--- config.mk ---
export PLATFORM = sky130hd
export DESIGN_NAME = dram_read_scheduler
export DESIGN_NICKNAME = d
export VERILOG_FILES = /design/src/rtl/dram_req_pkg.sv /design/src/rtl/dram_read_scheduler_lowest_set_pick.sv /design/src/rtl/dram_read_scheduler.sv
export SDC_FILE = /design/constraint.sdc
export NUM_CORES = 1
export LEC_CHECK = 0
export BUFFER_PORTS_ARGS = -buffer_cell sky130_fd_sc_hd__buf_2
export CAP_MARGIN = 10
export CORE_UTILIZATION = 42
export DETAILED_ROUTE_END_ITERATION = 10
export HOLD_SLACK_MARGIN = 0.06
export PLACE_DENSITY = 0.74
export REMOVE_ABC_BUFFERS = 1
export SYNTH_ARGS = -nofsm -noshare
export SYNTH_HDL_FRONTEND = slang
export SYNTH_SLANG_ARGS = --single-unit
export TNS_END_PERCENT = 30
--- constraint.sdc ---
create_clock -name clk -period 1.55 [get_ports clk]
set_clock_uncertainty 0.05 [all_clocks]
set_input_delay 0.155 -clock clk [delete_from_list [all_inputs] [get_ports clk]]
set_output_delay 0.155 -clock clk [all_outputs]
set_load 0.005 [all_outputs]
--- src/rtl/dram_req_pkg.sv ---
// Shared types for the DRAM read-request path: address/period words, FIFO word width
// and the read scheduler state encoding.
package dram_req_pkg;

    localparam int ADDR_W      = 24;
    localparam int PERIOD_W    = 14;
    localparam int FIFO_WORD_W = ADDR_W + PERIOD_W;

    typedef logic [ADDR_W-1:0]   addr_t;
    typedef logic [PERIOD_W-1:0] period_t;

    typedef enum logic [1:0] {
        IDLE,
        SCAN,
        SEND
    } sched_state_t;

endpackage

--- src/rtl/dram_read_scheduler_lowest_set_pick.sv ---
// Combinational lowest-set-bit picker: returns the index of the lowest set bit and
// whether any set bit lies above it (used to flag the last word of a frame).
module lowest_set_pick #(
    parameter  int WIDTH = 3,
    localparam int IDX_W = (WIDTH > 1) ? $clog2(WIDTH) : 1
) (
    input  logic [WIDTH-1:0] i_mask,
    output logic [IDX_W-1:0] o_idx,
    output logic             o_any,
    output logic             o_higher
);

    // NOTE: every output gets a default before the loop so no latch is inferred.
    always_comb begin
        o_idx    = '0;
        o_any    = 1'b0;
        o_higher = 1'b0;
        for (int i = 0; i < WIDTH; i++) begin
            if (i_mask[i]) begin
                if (o_any) begin
                    o_higher = 1'b1;
                end else begin
                    o_idx = IDX_W'(i);
                    o_any = 1'b1;
                end
            end
        end
    end

endmodule

--- src/rtl/dram_read_scheduler.sv ---
// Per-frame DRAM read-request sequencer: snapshots pending instruments at frame_start and
// issues one {addr, period} AXI-Stream word per instrument in index order.
module dram_read_scheduler
    import dram_req_pkg::*;
#(
    parameter int INSTRUMENT_COUNT = 3,
    parameter int ADDR_WIDTH       = 24,
    parameter int PERIOD_WIDTH     = 14
) (
    input  logic                                         clk,
    input  logic                                         rst,
    input  logic                                         frame_start,
    input  logic [PERIOD_WIDTH-1:0]                      sample_period,
    input  logic [INSTRUMENT_COUNT-1:0]                  req_valid,
    input  logic [INSTRUMENT_COUNT-1:0][ADDR_WIDTH-1:0]  req_addr,
    output logic [INSTRUMENT_COUNT-1:0]                  req_ack,
    input  logic                                         fifo_prog_full,
    output logic                                         m_axis_tvalid,
    input  logic                                         m_axis_tready,
    output logic [ADDR_WIDTH+PERIOD_WIDTH-1:0]           m_axis_tdata,
    output logic                                         m_axis_tlast,
    output logic                                         busy,
    output logic [7:0]                                   overrun_count
);

    localparam int IDX_W = (INSTRUMENT_COUNT > 1) ? $clog2(INSTRUMENT_COUNT) : 1;

    sched_state_t                            r_state;
    sched_state_t                            w_next_state;
    logic [INSTRUMENT_COUNT-1:0]             r_pend_mask;
    logic [INSTRUMENT_COUNT-1:0]             r_req_ack;
    logic [PERIOD_WIDTH-1:0]                 r_period;
    logic [ADDR_WIDTH+PERIOD_WIDTH-1:0]      r_tdata;
    logic                                    r_tlast;
    logic [IDX_W-1:0]                        r_k;
    logic [7:0]                              r_overrun;

    logic [IDX_W-1:0]                        w_pick_idx;
    logic                                    w_pick_any;
    logic                                    w_pick_higher;
    logic [INSTRUMENT_COUNT-1:0]             w_sent_onehot;
    logic [INSTRUMENT_COUNT-1:0]             w_mask_after;

    lowest_set_pick #(
        .WIDTH (INSTRUMENT_COUNT)
    ) u_pick (
        .i_mask   (r_pend_mask),
        .o_idx    (w_pick_idx),
        .o_any    (w_pick_any),
        .o_higher (w_pick_higher)
    );

    assign w_sent_onehot = INSTRUMENT_COUNT'(1) << r_k;
    assign w_mask_after  = r_pend_mask & ~w_sent_onehot;

    // NOTE: sequential state uses non-blocking assignments so every flop samples pre-edge values.
    always_ff @(posedge clk) begin
        if (rst) r_state <= IDLE;
        else     r_state <= w_next_state;
    end

    always_comb begin
        w_next_state = r_state;
        case (r_state)
            IDLE: if (frame_start && (|req_valid))       w_next_state = SCAN;
            SCAN: if (!fifo_prog_full && w_pick_any)     w_next_state = SEND;
            SEND: if (m_axis_tready)                     w_next_state = (|w_mask_after) ? SCAN : IDLE;
            default:                                     w_next_state = IDLE;
        endcase
    end

    always_ff @(posedge clk) begin
        if (rst) begin
            r_pend_mask <= '0;
            r_req_ack   <= '0;
            r_period    <= '0;
            r_tdata     <= '0;
            r_tlast     <= 1'b0;
            r_k         <= '0;
            r_overrun   <= '0;
        end else begin
            r_req_ack <= '0;
            // A frame is only accepted in IDLE, so the final-handshake cycle still counts as busy.
            if (frame_start && (r_state != IDLE) && (r_overrun != 8'hFF))
                r_overrun <= r_overrun + 8'd1;
            case (r_state)
                IDLE: begin
                    if (frame_start) begin
                        r_pend_mask <= req_valid;
                        r_period    <= sample_period;
                    end
                end
                SCAN: begin
                    if (!fifo_prog_full && w_pick_any) begin
                        r_tdata <= {req_addr[w_pick_idx], r_period};
                        r_tlast <= !w_pick_higher;
                        r_k     <= w_pick_idx;
                    end
                end
                SEND: begin
                    if (m_axis_tready) begin
                        r_pend_mask <= w_mask_after;
                        r_req_ack   <= w_sent_onehot;
                    end
                end
                default: ;
            endcase
        end
    end

    assign m_axis_tvalid = (r_state == SEND);
    assign m_axis_tdata  = r_tdata;
    assign m_axis_tlast  = r_tlast;
    assign req_ack       = r_req_ack;
    assign busy          = (r_state != IDLE);
    assign overrun_count = r_overrun;

endmodule

# Yosys cells after proc, flatten, opt, wreduce, memory -nomap -nowiden
# Index checks and enable logic that the tools add are counted.
# word_totals
regBits	71
input_bits	94
out_inout_bits	52
wordCells	59
# op_classes
addsub	1
magnitude_cmp	1
n_eq_ne	7
shift	1
mux	21
bitwise	4
reduce_logical	16
# ops
op	n
24-bit binary-select mux with 2-bit select	1
24-bit 2-to-1 mux	1
2-bit 2-to-1 mux	6
1-bit 2-to-1 mux	9
3-bit OR reduction	3
8-bit by 1-bit adder with 8-bit output, second input constant	1
8-bit inequality test, second input constant	1
3-bit 2-to-1 mux	2
2-bit inequality test, second input constant	3
2-bit one-hot mux with 3 select lines	1
3-bit one-hot mux with 2 select lines	1
3-bit AND reduction	2
1-bit logical AND	4
2-bit AND reduction	2
2-bit nonzero test	2
3-bit AND	1
2-bit by 3-bit < comparator with 1-bit output, second input constant	1
3-bit inverter	1
1-bit by 2-bit << shifter with 3-bit output, first input constant	1
2-bit by 1-bit equality test with 1-bit output, second input constant	1
2-bit equality test, second input constant	1
1-bit logical NOT	2
2-bit logical NOT	1
2-bit by 1-bit inequality test with 1-bit output, second input constant	1
1-bit inverter	2

# Depth between registers and ports, before layout
# Gate-level depths: netlist of run 1.
# depth
ltp_word	7
depth_mapped	7
mapped_depth_nobuf	5

# Hierarchy
# A second synthesis of run 1 with hierarchy kept.
# unflattened
hier_cells	389
area_unflattened_um2	3189.3
# by_module_without_submodules
module	instances	cells_per_inst	area_per_inst_um2	seq_area_each_um2
dram_read_scheduler	1	385	3159.3	1421.4
lowest_set_pick	1	4	30.0	0.0

# Worst setup path after synthesis of run 1
# OpenSTA, ideal clock, no wires.
# synth_path
path_type	reg2reg
from	reg r_pend_mask[1]
to	reg r_tdata[18] (netlist: m_axis_tdata[18])
setup_ps	119
arrival_ps	1407
required_ps	1381
setup_slack_ps	-26
stages_incl_launch_ff	7
path_buffers	2
synth_period_minus_slack_ps	1576
path_cell_list	dfxtp_1 nor2b_1 buf_2 buf_2 mux2_2 mux2i_1 o21ai_1
# synth_between
elab_chain_cells	5
word_cells_on_any_way	9
classes_between	mux: 7; reduce/logical: 2
# synth_lines
item	line	text
start: declaration	dram_read_scheduler.sv:30	logic [INSTRUMENT_COUNT-1:0] r_pend_mask;
start signal: assignment	dram_read_scheduler.sv:89	r_pend_mask <= req_valid;
start signal: assignment	dram_read_scheduler.sv:102	r_pend_mask <= w_mask_after;
2-bit 2-to-1 mux / 1-bit 2-to-1 mux (equally long branches)	dram_read_scheduler_lowest_set_pick.sv:19	if (i_mask[i]) begin
2-bit 2-to-1 mux	dram_read_scheduler_lowest_set_pick.sv:20	if (o_any) begin
2-bit 2-to-1 mux	dram_read_scheduler_lowest_set_pick.sv:19	
24-bit binary-select mux with 2-bit select	dram_read_scheduler.sv:95	r_tdata <= {req_addr[w_pick_idx], r_period};
24-bit 2-to-1 mux (implied by the code)	dram_read_scheduler.sv:95	
end signal: assignment	dram_read_scheduler.sv:95	
end: declaration	dram_read_scheduler.sv:33	logic [ADDR_WIDTH+PERIOD_WIDTH-1:0] r_tdata;
# Several ways; a longest one is shown, not always the timed one. The select of a mux whose other input is x is not followed.
# A chain may end at the register's enable or synchronous reset.

# Final worst setup path of run 1
# layout_path
from	reg r_pend_mask[1]
to	reg r_tdata[28] (netlist: m_axis_tdata[28])
# The elaborated chain is that of the path after synthesis.

==> results of run 1 <==
## cells by family after synthesis
logic type                 after synthesis  share of synthesized area (%)
and+or+nand+nor                        127                           20.6
AOI/OAI and AO/OA                       79                           13.7
DFF                                     71                           44.0
muxes                                   49                           16.1
buffers and inverters                   29                           4.07
xor gates and xnor gates                 3                          0.814
adders and majority gates                2                          0.697
## layout by cell type, fill, tap and decap left out, types with 3 or more instances in the layout
cell,n
nor2b_1,3
clkbuf_8,9
o21ai_1,24
nand3b_1,25
buf_2,145
buf_6,3
dlygate4sd3_1,41
mux2_4,3
nor3_1,3
inv_1,4
dfxtp_1,66
mux2_2,21
buf_12,4
mux2i_1,25
a41oi_1,3
xor2_1,3
nand3_1,5
inv_6,4
a21oi_1,33
dfxtp_2,3
buf_4,19
nand2_1,65
o21ai_0,5
nor2_1,8
a21oi_2,5
or3_1,3
## worst register-to-register path: stages, from the launching register on
cell and delay, ns:
dfxtp_4 0.39, nor2b_4 0.21, buf_4 0.20, mux2_2 0.35, mux2i_1 0.17, o21ai_1 0.07
## sequential cells by signal, indices dropped and copies added, names as in the netlist
signal and cells:
overrun_count 8, r_period 14, m_axis_tdata 38, r_state 2
req_ack 3, r_k 2, m_axis_tlast 1, r_pend_mask 3
## final cells by class
| cell class | instances | area (sq um) | share of cell area [%] |
|---|---|---|---|
| clock buffers | 9 | 124 | 2.52 |
| clock inverters | 7 | 61.3 | 1.25 |
| inverters | 4 | 15.0 | 0.305 |
| multi-input cells | 260 | 1730 | 35.2 |
| flip-flops and latches | 71 | 1430 | 29.1 |
| well taps | 99 | 124 | 2.52 |
| repair buffers | 214 | 1430 | 29.1 |
## worst paths after layout
| path | startpoint | slack [ns] | endpoint |
|---|---|---|---|
| max | r_pend_mask[1] | 0.0008 | m_axis_tdata[28] |
| max reg2reg | r_pend_mask[1] | 0.0008 | m_axis_tdata[28] |
| min reg2reg | r_period[12] | 0.40 | m_axis_tdata[12] |
| min | rst | 0.11 | req_ack[2] |
## through the flow
stage                     area [sq um]  power, mW
after CTS                         4740       4.00
after global placement            4140       2.53
after detailed placement          4140       2.55
after floorplan                   3110       2.26
after global routing              4920       4.24
final                             4920       4.03
## routing by layer
metal  vias up  track usage [%]  routed length (um)
met5         -                0                   0
met4         0             6.20                 100
met3        15             7.04                 617
met2       130             42.6                5020
met1      1618             23.3                3710
li1       1663                -                   -
## repair_timing
item                       in CTS  in global routing
hold endpoints to repair       40                  1
gates cloned                    0                  2
pin swaps                       0                  4
hold buffers                   40                  1
buffers inserted                0                  6
resized for setup               5                 30
setup endpoints to repair      42                 47
## power by group through the flow
stage | registers, mW | logic, mW | clock network [mW]
after CTS | 1.92 | 0.668 | 1.42
after detailed placement | 1.96 | 0.586 | 0
final | 1.92 | 0.724 | 1.39
after global placement | 1.96 | 0.573 | 0
after floorplan | 1.97 | 0.289 | 0
after global routing | 1.93 | 0.792 | 1.52
==> summary.txt, run 1 <==
Power
  – PwrDens: 819 nW/um^2
  – Clock network fraction of design power: 34.4%
  – Switching portion of total power: 27.9%
  – Seq pwr share: 47.6%
  – Pint: 2.91 mW
  – Net switching power: 1.13 mW
  – Combinational group share of total power: 18.0%
  – P_leak: 2.28 nW
  – Peak supply drop: 0.600 mV

Setup path
  – WS Path Type: reg2reg
  – Max FO, Critical Path: 6
  – Slowest stage cell on the critical path: dfxtp_4
  – CP max stage delay: 0.39 ns
  – Worst setup EP type: register
  – Cell chain of the critical path: nor2b_4 > buf_4 > mux2_2 > mux2i_1 > o21ai_1
  – CP top delay family: multiplexers
  – CP Buf/Inv Count: 1
  – CP Data Arrival Time: 1.73 ns
  – CP required: 1.73 ns
  – WP depth: 5
  – Worst setup SP type: register
  – Register-to-Register Path Depth: 5

Synth
  – Seq/Total Area, Yosys: 44.0%
  – Synth cell count leaders: dfxtp_1, nand2_1, a21oi_1
  – Count leader, synth: dfxtp_1
  – Yosys reg bits: 71
  – Cell taking the most area after synthesis: dfxtp_1
  – Post-synth ARST share: 0%
  – Number of synthesized flops with an enable pin: 0
  – Top_reg_cell synth: dfxtp_1
  – Mean post-synth cell area: 8.97 sq um
  – Syn Inst Count: 360
  – Syn. warnings: 0
  – Area share of the largest cell type after synthesis: 44.0%
  – Distinct cells, synth: 39
  – Mapped cell area: 3230 sq um
  – Synth top area cells: dfxtp_1, mux2_2, mux2i_1, nand2_1, a21oi_1

Timing
  – Final Hold Viols: 0
  – F_max: 645 MHz
  – Tcrit/Tclk final: 99.9%
  – Post-route setup slack: 0.000796 ns
  – Tightest Pin Transition: 0.526 ns
  – RSZ-0062 raised after global routing: yes
  – Setup TNS: 0 ns
  – Relative slew margins: 64.9%
  – # setup viols final: 0
  – Minimum clock period: 1.55 ns
  – Hold_ws: 0.114 ns
  – Final count of pins violating max slew: 0

Layout
  – Fin nets: 655
  – Final Util: 67.1%
  – ANT cells: 0
  – Share of cells above drive strength 1: 41.4%
  – Fill cells: 587
  – Synth-to-Final Area Change: 52.4%
  – Layout Cells excl Fill: 664

Routing
  – Vias: 3426
  – Final wirelength: 9450 um
  – DRT iter0 DRCs: 127
  – Drt pass-1 iters: 4
  – Routed len/inst: 14.2 um
  – Average vias per placed instance: 5.16
  – Antenna-violating nets left: 0
  – DRC: 0

Worst hold path
  – Hold Crit Depth: 3
  – Hold WC Path Type: in2reg

Clock network
  – Num CTS Buffers: 9
  – Htree depth: 3
  – CTS tree: built
  – Clock sink count: 71
  – Skew-Pair Late Insertion Delay: 0.35 ns
  – Clk root buf: clkbuf_8
  – Maximum clock insertion buffer count: 2
  – Clock-pin slew on the worst setup and hold paths: 0.09 ns

Floorplanning
  – Chip width: 89.7 um
  – Die area: 8040 sq um
  – Row Count: 31
  – Initial Utilization: 44.1%
  – Die Y: 89.7 um
  – Core footprint: 7330 sq um
  – IO Pins: 146

Outcome
  – Run status: completed

Global routing
  – Vias in the first global route: 3249
  – Largest net degree at the start of global routing: 29
  – First-pass GRT wire length: 13700 um
  – Overall global routing resource usage: 22.3%
  – Final global-route overflow total: 0
  – Initial antenna violation count: 0

Placement
  – Port Buffers: 145
  – Cell count after placement: 599
  – GP Congestion: 0.818
  – DP HPWL: 6060 um
  – Pre-CTS setup slack: -0.0887 ns

Flow run
  – Max-Cap Viols: 0
Power figures use the tool's default switching activity.
==> run 2, diff against run 1 <==
==> constraint.sdc (replaced) <==
create_clock -name clk -period 1.55 [get_ports clk]
set_clock_uncertainty 0.05 [all_clocks]
set_input_delay 0.2325 -clock clk [delete_from_list [all_inputs] [get_ports clk]]
set_output_delay 0.2325 -clock clk [all_outputs]
set_load 0.005 [all_outputs]
==> run 2 against run 1 <==
  * Non-clock buffer count shrank 38
  * Count of clock-buffer cells in the layout is the same
  * Power fell by 1.7%
  * Worst hold slack got worse by 0.035 ns
  * Sequential power barely moved
  * Critical path depth unchanged
  * Global-route usage decreased by 2.2 points
  * First-iteration DRC count shrank 39%
  * Setup slack better by 0.015 ns
  * Maximum frequency is 0.97% higher
  * Clock power hardly changed
  * Die area unchanged
==> summary.txt, run 2 (same netlist as run 1, synthesis figures left out) <==
Layout
  – Fin nets: 617 (was 655)
  – ANT cells: 0 (unchanged)
  – Commonest non-fill, non-tap cell in the layout: buf_2 (unchanged)
  – Synth-to-Final Area Change: 41.3% (was 52.4%)
  – Final Instance Area: 4560 sq um (was 4920 sq um)
  – Final Util: 62.2% (was 67.1%)
  – Fill cells: 641 (was 587)
  – Share of cells above drive strength 1: 44.8% (was 41.4%)
  – Commonest non-fill, non-tap cells in the layout: buf_2, dfxtp_1, nand2_1 (unchanged)
  – Largest register FFs: 38 (unchanged)

Floorplanning
  – IO Pins: 146 (unchanged)
  – Die Y: 89.7 um (unchanged)
  – Row Count: 31 (unchanged)
  – Core footprint: 7330 sq um (unchanged)
  – Initial Utilization: 44.1% (unchanged)
  – Die area: 8040 sq um (unchanged)
  – Chip width: 89.7 um (unchanged)

Clock network
  – Num CTS Buffers: 9 (unchanged)
  – Maximum clock insertion buffer count: 2 (unchanged)
  – CTS tree: built (unchanged)
  – Clock sink count: 71 (unchanged)
  – Skew-Pair Late Insertion Delay: 0.34 ns (was 0.35 ns)
  – Htree depth: 3 (unchanged)
  – Clock-pin slew on the worst setup and hold paths: 0.09 ns (about the same)
  – Clk root buf: clkbuf_8 (unchanged)

Setup path
  – WS Path Type: reg2reg (unchanged)
  – Cell chain of the critical path: nor2b_4 > buf_4 > mux2_2 > mux2i_1 > o21ai_1 (unchanged)
  – CP Data Arrival Time: 1.72 ns (was 1.73 ns)
  – Worst setup EP type: register (unchanged)
  – Slowest stage cell on the critical path: dfxtp_4 (unchanged)
  – CP max stage delay: 0.39 ns (about the same)
  – CP Buf/Inv Count: 1 (unchanged)
  – CP required: 1.73 ns (about the same)
  – Worst setup SP type: register (unchanged)
  – Max FO, Critical Path: 6 (unchanged)
  – R2R Setup Slk: 0.02 ns (was 0.0008 ns)
  – CP top delay family: multiplexers (unchanged)

Placement
  – DP HPWL: 6060 um (unchanged)
  – Placement Cell Area: 4140 sq um (unchanged)
  – GP Congestion: 0.818 (unchanged)
  – Port Buffers: 145 (unchanged)

Global routing
  – Final global-route overflow total: 0 (unchanged)
  – Initial antenna violation count: 0 (unchanged)
  – GR peak layer: met2 (unchanged)
  – Largest net degree at the start of global routing: 29 (unchanged)
  – Met2 global-route usage: 37.3% (was 42.6%)
  – Overall global routing resource usage: 20.0% (was 22.3%)
  – GR Util met1: 21.8% (was 23.3%)
  – Routing usage on met3: 6.76% (was 7.04%)
  – Vias in the first global route: 2889 (was 3249)
  – First-pass GRT wire length: 12400 um (was 13700 um)

Outcome
  – Run status: completed (unchanged)

Worst hold path
  – Hold WC Path Type: in2reg (unchanged)

Routing
  – DRT iter0 DRCs: 78 (was 127)
  – Final wirelength: 8690 um (was 9450 um)
  – Drt pass-1 iters: 5 (was 4)
  – Average vias per placed instance: 5.15 (was 5.16)
  – DRC: 0 (unchanged)
  – Antenna-violating nets left: 0 (unchanged)
  – Routed len/inst: 13.9 um (was 14.2 um)
  – Vias: 3222 (was 3426)

Timing
  – Tcrit/Tclk final: 99.0% (was 99.9%)
  – RSZ-0062 raised after global routing: yes (unchanged)
  – Final Hold Viols: 0 (unchanged)
  – # setup viols final: 0 (unchanged)
  – Minimum clock period: 1.53 ns (was 1.55 ns)
  – F_max: 652 MHz (was 645 MHz)
  – Tightest Pin Transition: 0.538 ns (was 0.526 ns)
  – Relative slew margins: 64.0% (was 64.9%)
  – Final count of pins violating max slew: 0 (unchanged)

Flow run
  – Max-Cap Viols: 0 (unchanged)

Power
  – PwrDens: 868 nW/um^2 (was 819 nW/um^2)
  – P_leak: 2.13 nW (was 2.28 nW)
  – Peak supply drop: 0.575 mV (was 0.600 mV)
[run 2: changes by cell type in the layout (fill, tap and decap cells not counted), sizes merged]
cell,previous run,this run
dlygate4sd3,41,3
[run 2: stage by stage]
step / std cells / TNS [ns] / setup WS [ns] / power (mW) / hold slack, ns
after floorplan: 335 / -22.91 / -0.790 / 2.26 / 0.252
after global placement: 599 / -0.262 / -0.0438 / 2.53 / 0.384
after detailed placement: 599 / -2.33 / -0.0887 / 2.55 / 0.395
after CTS: 618 / -0.0770 / -0.0271 / 3.93 / 0.0624
after global routing: 626 / -0.652 / -0.0396 / 4.16 / 0.0615
final: 626 / 0 / 0.0157 / 3.96 / 0.0794
[run 2: layout make-up]
| cell class | count | area [sq um] | area share, % |
|---|---|---|---|
| clock inverters | 7 | 61.3 | 1.34 |
| clock buffers | 9 | 124 | 2.71 |
| multi-input cells | 260 | 1750 | 38.4 |
| well taps | 99 | 124 | 2.71 |
| flip-flops and latches | 71 | 1430 | 31.4 |
| repair buffers | 176 | 1060 | 23.1 |
| inverters | 4 | 15.0 | 0.329 |
[run 2: layer usage]
metal,vias to the layer above,part of all wire [%]
met1,1525,42
met5,-,0
met3,7,5.8
met2,106,51
met4,0,0.75
li1,1584,-
[run 2: final timing paths]
kind | startpoint | endpoint | cells past startpoint
setup / recovery | r_pend_mask[1] | m_axis_tdata[28] | 5
hold / removal | sample_period[0] | r_period[0] | 3
setup reg to reg | r_pend_mask[1] | m_axis_tdata[28] | 5
hold reg to reg | r_period[1] | m_axis_tdata[1] | 2
[run 2: worst min-delay path, cell delays in order]
cell	delay (ns)
buf_2	0.09
nand2_1	0.04
a21oi_1	0.05
[run 2: timing repair]
item / 4_1_cts / 5_1_grt
endpoints found under the setup margin: 42 / 49
endpoints found under the hold margin: 3 / 0
hold buffers: 3 / 0
buffers inserted: 0 / 6
resized for setup: 5 / 36
pin swaps: 0 / 3
gates cloned: 0 / 2
[run 2: where the power goes]
group | switching, mW | internal, mW | total, mW | leakage [nW]
combinational | 0.302 | 0.352 | 0.653 | 1.47
clock | 0.774 | 0.614 | 1.39 | 0.0892
sequential | 0.0372 | 1.88 | 1.92 | 0.578
